==> config.mk <==
export PLATFORM = sky130hd
export DESIGN_NAME = bf16_mul_frontend
export DESIGN_NICKNAME = d
export VERILOG_FILES = /design/src/rtl/bf16_mul_frontend.sv
export SDC_FILE = /design/constraint.sdc
export NUM_CORES = 1
export LEC_CHECK = 0
export BUFFER_PORTS_ARGS = -buffer_cell sky130_fd_sc_hd__buf_2
export CAP_MARGIN = 40
export CELL_PAD_IN_SITES_DETAIL_PLACEMENT = 0
export CELL_PAD_IN_SITES_GLOBAL_PLACEMENT = 1
export CORE_MARGIN = 1
export CORE_UTILIZATION = 25
export DETAILED_ROUTE_END_ITERATION = 10
export GPL_ROUTABILITY_DRIVEN = 0
export PLACE_DENSITY_LB_ADDON = 0.1
export SLEW_MARGIN = 20
export SYNTH_ARGS = -nofsm -noshare
export SYNTH_HDL_FRONTEND = slang
export SYNTH_SLANG_ARGS = --single-unit
==> constraint.sdc <==
create_clock -name clk -period 7.9 [get_ports clk]
set_input_delay 0.395 -clock clk [delete_from_list [all_inputs] [get_ports clk]]
set_output_delay 0.395 -clock clk [all_outputs]
set_load 0.02 [all_outputs]
==> src/rtl/bf16_mul_frontend.sv <==
// bf16 multiplier front end: unpack/classify operands, form the raw significand
// product and the biased exponent, ahead of a separate normalizer stage.
module bf16_mul_frontend #(
  parameter int EXP_BIAS = 127
) (
  input  logic        clk,
  input  logic        rst_n,
  input  logic        in_valid,
  output logic        in_ready,
  input  logic [15:0] a_bf16,
  input  logic [15:0] b_bf16,
  output logic        out_valid,
  input  logic        out_ready,
  output logic        sign,
  output logic [8:0]  exp_out,
  output logic [15:0] mant_raw,
  output logic        nan_out
);

  typedef enum logic [1:0] {CLS_NORM, CLS_ZERO, CLS_INF, CLS_NAN} cls_t;

  function automatic cls_t classify(input logic [7:0] e, input logic [6:0] f);
    if (e == 8'h00)      return CLS_ZERO;
    else if (e == 8'hFF) return (f == 7'd0) ? CLS_INF : CLS_NAN;
    else                 return CLS_NORM;
  endfunction

  // Folds both operand classes into one product class, NaN first, then inf x zero.
  function automatic cls_t combine(input cls_t ca, input cls_t cb);
    if (ca == CLS_NAN || cb == CLS_NAN)                             return CLS_NAN;
    if ((ca == CLS_INF && cb == CLS_ZERO) || (ca == CLS_ZERO && cb == CLS_INF)) return CLS_NAN;
    if (ca == CLS_INF || cb == CLS_INF)                             return CLS_INF;
    if (ca == CLS_ZERO || cb == CLS_ZERO)                           return CLS_ZERO;
    return CLS_NORM;
  endfunction

  // Returns {nan, exp[8:0], mant[15:0]}; rebias with underflow/overflow saturation.
  function automatic logic [25:0] resolve(input cls_t c, input logic [8:0] esum,
                                          input logic [15:0] prod);
    logic signed [10:0] e_unb;
    e_unb = $signed({2'b00, esum}) - $signed(11'(EXP_BIAS));
    case (c)
      CLS_NAN:  return {1'b1, 9'h0FF, 16'h6000};
      CLS_INF:  return {1'b0, 9'h0FF, 16'h4000};
      CLS_ZERO: return {1'b0, 9'h000, 16'h0000};
      default: begin
        if (e_unb <= 11'sd0)        return {1'b0, 9'h000, 16'h0000};
        else if (e_unb >= 11'sd255) return {1'b0, 9'h0FF, 16'h4000};
        else                        return {1'b0, e_unb[8:0], prod};
      end
    endcase
  endfunction

  logic        r_vld_p1;
  logic        r_sign_p1;
  cls_t        r_cls_p1;
  logic [8:0]  r_esum_p1;
  logic [7:0]  r_sig_a_p1;
  logic [7:0]  r_sig_b_p1;

  logic        r_vld_p2;
  logic        r_sign_p2;
  logic [8:0]  r_exp_p2;
  logic [15:0] r_mant_p2;
  logic        r_nan_p2;

  logic        w_adv_p2;
  logic        w_take_p0;
  cls_t        w_cls_p0;
  logic [8:0]  w_esum_p0;
  logic [15:0] w_prod_p1;
  logic [25:0] w_res_p1;

  assign w_adv_p2  = !r_vld_p2 || out_ready;
  assign in_ready  = rst_n && (!r_vld_p1 || w_adv_p2);
  assign w_take_p0 = in_valid && in_ready;

  assign w_cls_p0  = combine(classify(a_bf16[14:7], a_bf16[6:0]),
                             classify(b_bf16[14:7], b_bf16[6:0]));
  assign w_esum_p0 = {1'b0, a_bf16[14:7]} + {1'b0, b_bf16[14:7]};

  // ---- stage 1: unpack, classify, exponent sum ----
  always_ff @(posedge clk) begin
    if (!rst_n) begin
      r_vld_p1 <= 1'b0;
    end else if (in_ready) begin
      r_vld_p1 <= in_valid;
    end
  end

  always_ff @(posedge clk) begin
    if (w_take_p0) begin
      r_sign_p1  <= a_bf16[15] ^ b_bf16[15];
      r_cls_p1   <= w_cls_p0;
      r_esum_p1  <= w_esum_p0;
      r_sig_a_p1 <= {1'b1, a_bf16[6:0]};
      r_sig_b_p1 <= {1'b1, b_bf16[6:0]};
    end
  end

  assign w_prod_p1 = {8'h00, r_sig_a_p1} * {8'h00, r_sig_b_p1};
  assign w_res_p1  = resolve(r_cls_p1, r_esum_p1, w_prod_p1);

  // ---- stage 2: product and final fields ----
  always_ff @(posedge clk) begin
    if (!rst_n) begin
      r_vld_p2  <= 1'b0;
      r_sign_p2 <= 1'b0;
      r_exp_p2  <= 9'h000;
      r_mant_p2 <= 16'h0000;
      r_nan_p2  <= 1'b0;
    end else if (w_adv_p2) begin
      r_vld_p2 <= r_vld_p1;
      if (r_vld_p1) begin
        r_sign_p2 <= r_sign_p1;
        r_nan_p2  <= w_res_p1[25];
        r_exp_p2  <= w_res_p1[24:16];
        r_mant_p2 <= w_res_p1[15:0];
      end
    end
  end

  assign out_valid = r_vld_p2;
  assign sign      = r_sign_p2;
  assign exp_out   = r_exp_p2;
  assign mant_raw  = r_mant_p2;
  assign nan_out   = r_nan_p2;

endmodule

==> run_results.csv <==
group,metric,value,unit
synthesis,synth_edf_count,26,
clock_network,cts-root-buf,"clkbuf_16",
synthesis,ys_types,49,
worst_setup_path,criticalPathCategory,"register to register",
worst_setup_path,startpoint_type,"register",
routing,vias_per_cell,4.657,
die,coreArea,18150,um^2
min_path,holdPathStages,1,
clock_network,cts_resized,0,
worst_setup_path,required,8.14,ns
sta,setup_violations,0,
worst_setup_path,critPathTopFamily,"adder cells",
clock_network,htreeDepth,2,
global_routing,gr-usage-met3,2.141,%
die,io_pins,65,
worst_setup_path,worst-path-stages,16,
power,ir_drop,0.07954,mV
min_path,min_path_type,"input port to register",
sta,hold_violations,0,
sta,fin_tns_setup,0,ns
die,fp.dieH,138.6,um
synthesis,yosysWarnings,0,
clock_network,cts_setup_buffers,0,
layout,drive_above_1_share,15.40,%
clock_network,cts_buffers,5,
clock_network,clock_path_buffers,2,
worst_setup_path,path_buf_inv,4,
worst_setup_path,critPathSlowestCell,"fa_1",
die,rows,49,
layout,regArea,1361,um^2
sta,worst_slack,3.240,ns
sta,clock.fmax,214.6,MHz
synthesis,synth.avg_cell_area,9.459,um^2
worst_setup_path,cp_max_fo,8,
sta,holdWs,0.2812,ns
synthesis,synthXorXnorAreaFrac,4.320,%
synthesis,synthMuxAreaShare,0,%
routing,drc,2,
clock_network,postCtsHoldBufs,0,
routing,vias,3637,
synthesis,synth-compound-area-share,12.40,%
placement,dp_slack,3.233,ns
synthesis,synth_top_family_by_area,"adder cells",
routing,drt-pass1-iter-count,7,
die,chipWidth,138.6,um
placement,place_hpwl,9.487,mm
clock_network,clkSinkCount,55,
routing,wl_per_cell,14.75,um
worst_setup_path,path_cells,"and2_1 -> fa_1 -> inv_1 -> fa_1 -> inv_1 -> fa_1 -> inv_1 -> fa_1 -> inv_1 -> ha_1 -> o21ai_0 -> o211ai_1 -> a31oi_1 -> xor2_1 -> or4_1 -> a21oi_1",
synthesis,synth_fa_ha_area_share,28.23,%
placement,dp.cells,773,
layout,area_delta_synth_final,15.05,%
sta,fin_crit,4.660,ns
global_routing,grt_pass1_vias,3753,
placement,io_buffers,64,
global_routing,grt_antenna_before_repair,0,
worst_setup_path,slowest_delay,0.53,ns
sta,rsz0062_at_grt,"no",
outcome,violations,"DRC",
routing,ant_nets,0,
global_routing,grt_use_met1,15.64,%
global_routing,grtUsageMet2,21.61,%
synthesis,syn-num-nets,612,
global_routing,grt_max_degree,27,
global_routing,track_usage,12.53,%
layout,antenna_cells,0,
clock_network,path_clk_slew,0.08,ns
synthesis,ys_async_sr_fraction,0,%
synthesis,ys_seq_area_share,29.19,%
sta,tightest_slew,0.8475,ns
global_routing,grt_busiest_layer,"met2",
sta,finClkSkew,0.01540,ns
routing,initialDrtViolationCount,137,
sta,final_max_slew_viol_count,0,
power,powerDensity,188.8,nW/um^2
layout,instances_no_fill,781,
synthesis,netlist_area,4663,um^2
global_routing,grt_pass1_wl,19.02,mm
synthesis,ys.flop_type,"dfxtp_1",
die,dieArea,19200,um^2
worst_setup_path,reg2reg_depth,16,
synthesis,yosys_register_bits,55,
layout,multi_input_area,2963,um^2
global_routing,grt_overflow,0,
sta,max_slew_margin,43.25,%
sta,fin_crit_sh,58.99,%
layout,postLayoutCoreUtil,29.56,%
worst_setup_path,cp.arrival,4.90,ns
layout,nNetsFinal,670,
synthesis,synth_cells,493,
worst_setup_path,cp-end-kind,"register",
outcome,status,"complete, but fails checks",
clock_network,clock_latency,0.31,ns
die,start_util,25.70,%
synthesis,synthSimpleGateAreaFrac,18.59,%
clock_network,cts_tree,"built",
job,max_cap_violations,0,
layout,nFillCells,1984,
power,p_leak,2.437,nW
routing,wl,11.52,mm
-- layer usage --
metal	up-vias	wire length, um
met5	-	0
met4	0	248
met3	11	310
met2	47	5737
met1	1783	5223
li1	1796	-
-- path summary, 6_finish.rpt --
check | to | slack (ns) | start
hold / removal | r_sig_a_p1[6] | 0.28 | a_bf16[6]
setup reg to reg | mant_raw[11] | 3.24 | r_sig_b_p1[6]
hold reg to reg | mant_raw[7] | 0.46 | mant_raw[7]
setup / recovery | mant_raw[11] | 3.24 | r_sig_b_p1[6]
-- registers in the layout, summed over array words and instances, names as in the netlist --
signal and count:
r_sig_a_p1 7, r_esum_p1 9, r_cls_p1 2, r_sign_p1 1, nan_out 1, r_sig_b_p1 7, mant_raw 16, exp_out 9
sign 1, out_valid 1, r_vld_p1 1
-- kinds of logic (layout without fill, tap and decap cells) --
family	Yosys count	after routing
fa+ha+maj	83	83
flops	55	55
compound gates	87	87
xor+xnor	23	23
simple gates	163	163
buf+inv	82	141
-- area by class of cell --
type                            instances  share of cell area (%)
Clock inverter                          2                  0.3265
Tap cell                              229                   5.340
Inverter                               67                   4.687
Sequential cell                        55                   25.37
Timing Repair Buffer                   66                   6.250
Clock buffer                            6                   2.799
Multi-Input combinational cell        356                   55.22
-- power by group --
group / total (mW) / internal, mW / switching, mW
combinational: 0.425 / 0.179 / 0.246
clock: 0.250 / 0.139 / 0.111
sequential: 0.338 / 0.319 / 0.0190
total: 1.01 / 0.637 / 0.377
-- Yosys cell counts (3+ instances only) --
cell | number | area (um^2)
nor4_1 | 7 | 43.79
and2_1 | 39 | 244.0
fa_1 | 37 | 740.7
ha_1 | 46 | 575.6
inv_1 | 67 | 251.5
nand3_1 | 14 | 70.07
nor2b_1 | 6 | 37.54
a211oi_1 | 9 | 67.56
dfxtp_1 | 29 | 580.6
a21o_1 | 7 | 52.55
a211o_1 | 3 | 26.28
edfxtp_1 | 26 | 780.8
o31ai_1 | 6 | 45.04
clkbuf_1 | 8 | 30.03
nor2_1 | 27 | 101.4
nand4_1 | 4 | 25.02
or2_2 | 4 | 25.02
o211ai_1 | 4 | 30.03
xor2_1 | 11 | 96.34
buf_4 | 4 | 30.03
and3_1 | 4 | 25.02
nand2b_1 | 3 | 18.77
nand2_1 | 37 | 138.9
a21oi_1 | 25 | 125.1
or3_1 | 4 | 25.02
o21ai_0 | 9 | 45.04
or4_1 | 5 | 37.54
o21a_1 | 5 | 37.54
xnor2_1 | 12 | 105.1
nor3_1 | 3 | 15.01
a31oi_1 | 7 | 43.79
-- cell usage in the layout, fill, tap and decap left out, drive strengths merged, types with 4 or more instances in the layout --
cell type,count
o21a,5
inv,68
nor4,7
nor2,27
fa,37
o211ai,4
a31oi,7
and2,40
buf,66
or4,6
o31ai,6
edfxtp,26
clkbuf,6
ha,46
a21o,7
nor2b,6
xor2,11
o21ai,9
nand2,37
or2,4
and3,4
nand4,4
dfxtp,29
nand3,14
or3,4
a21oi,25
xnor2,12
a211oi,9
-- per-stage QoR --
| stage | total power, mW | cell area [um^2] |
|---|---|---|
| after floorplan | 0.6624 | 4663 |
| after global placement | 0.7831 | 5197 |
| after detailed placement | 0.7770 | 5197 |
| after CTS | 1.034 | 5365 |
| after global routing | 1.103 | 5365 |
| final | 1.013 | 5365 |
Power figures use the tool's default switching activity.
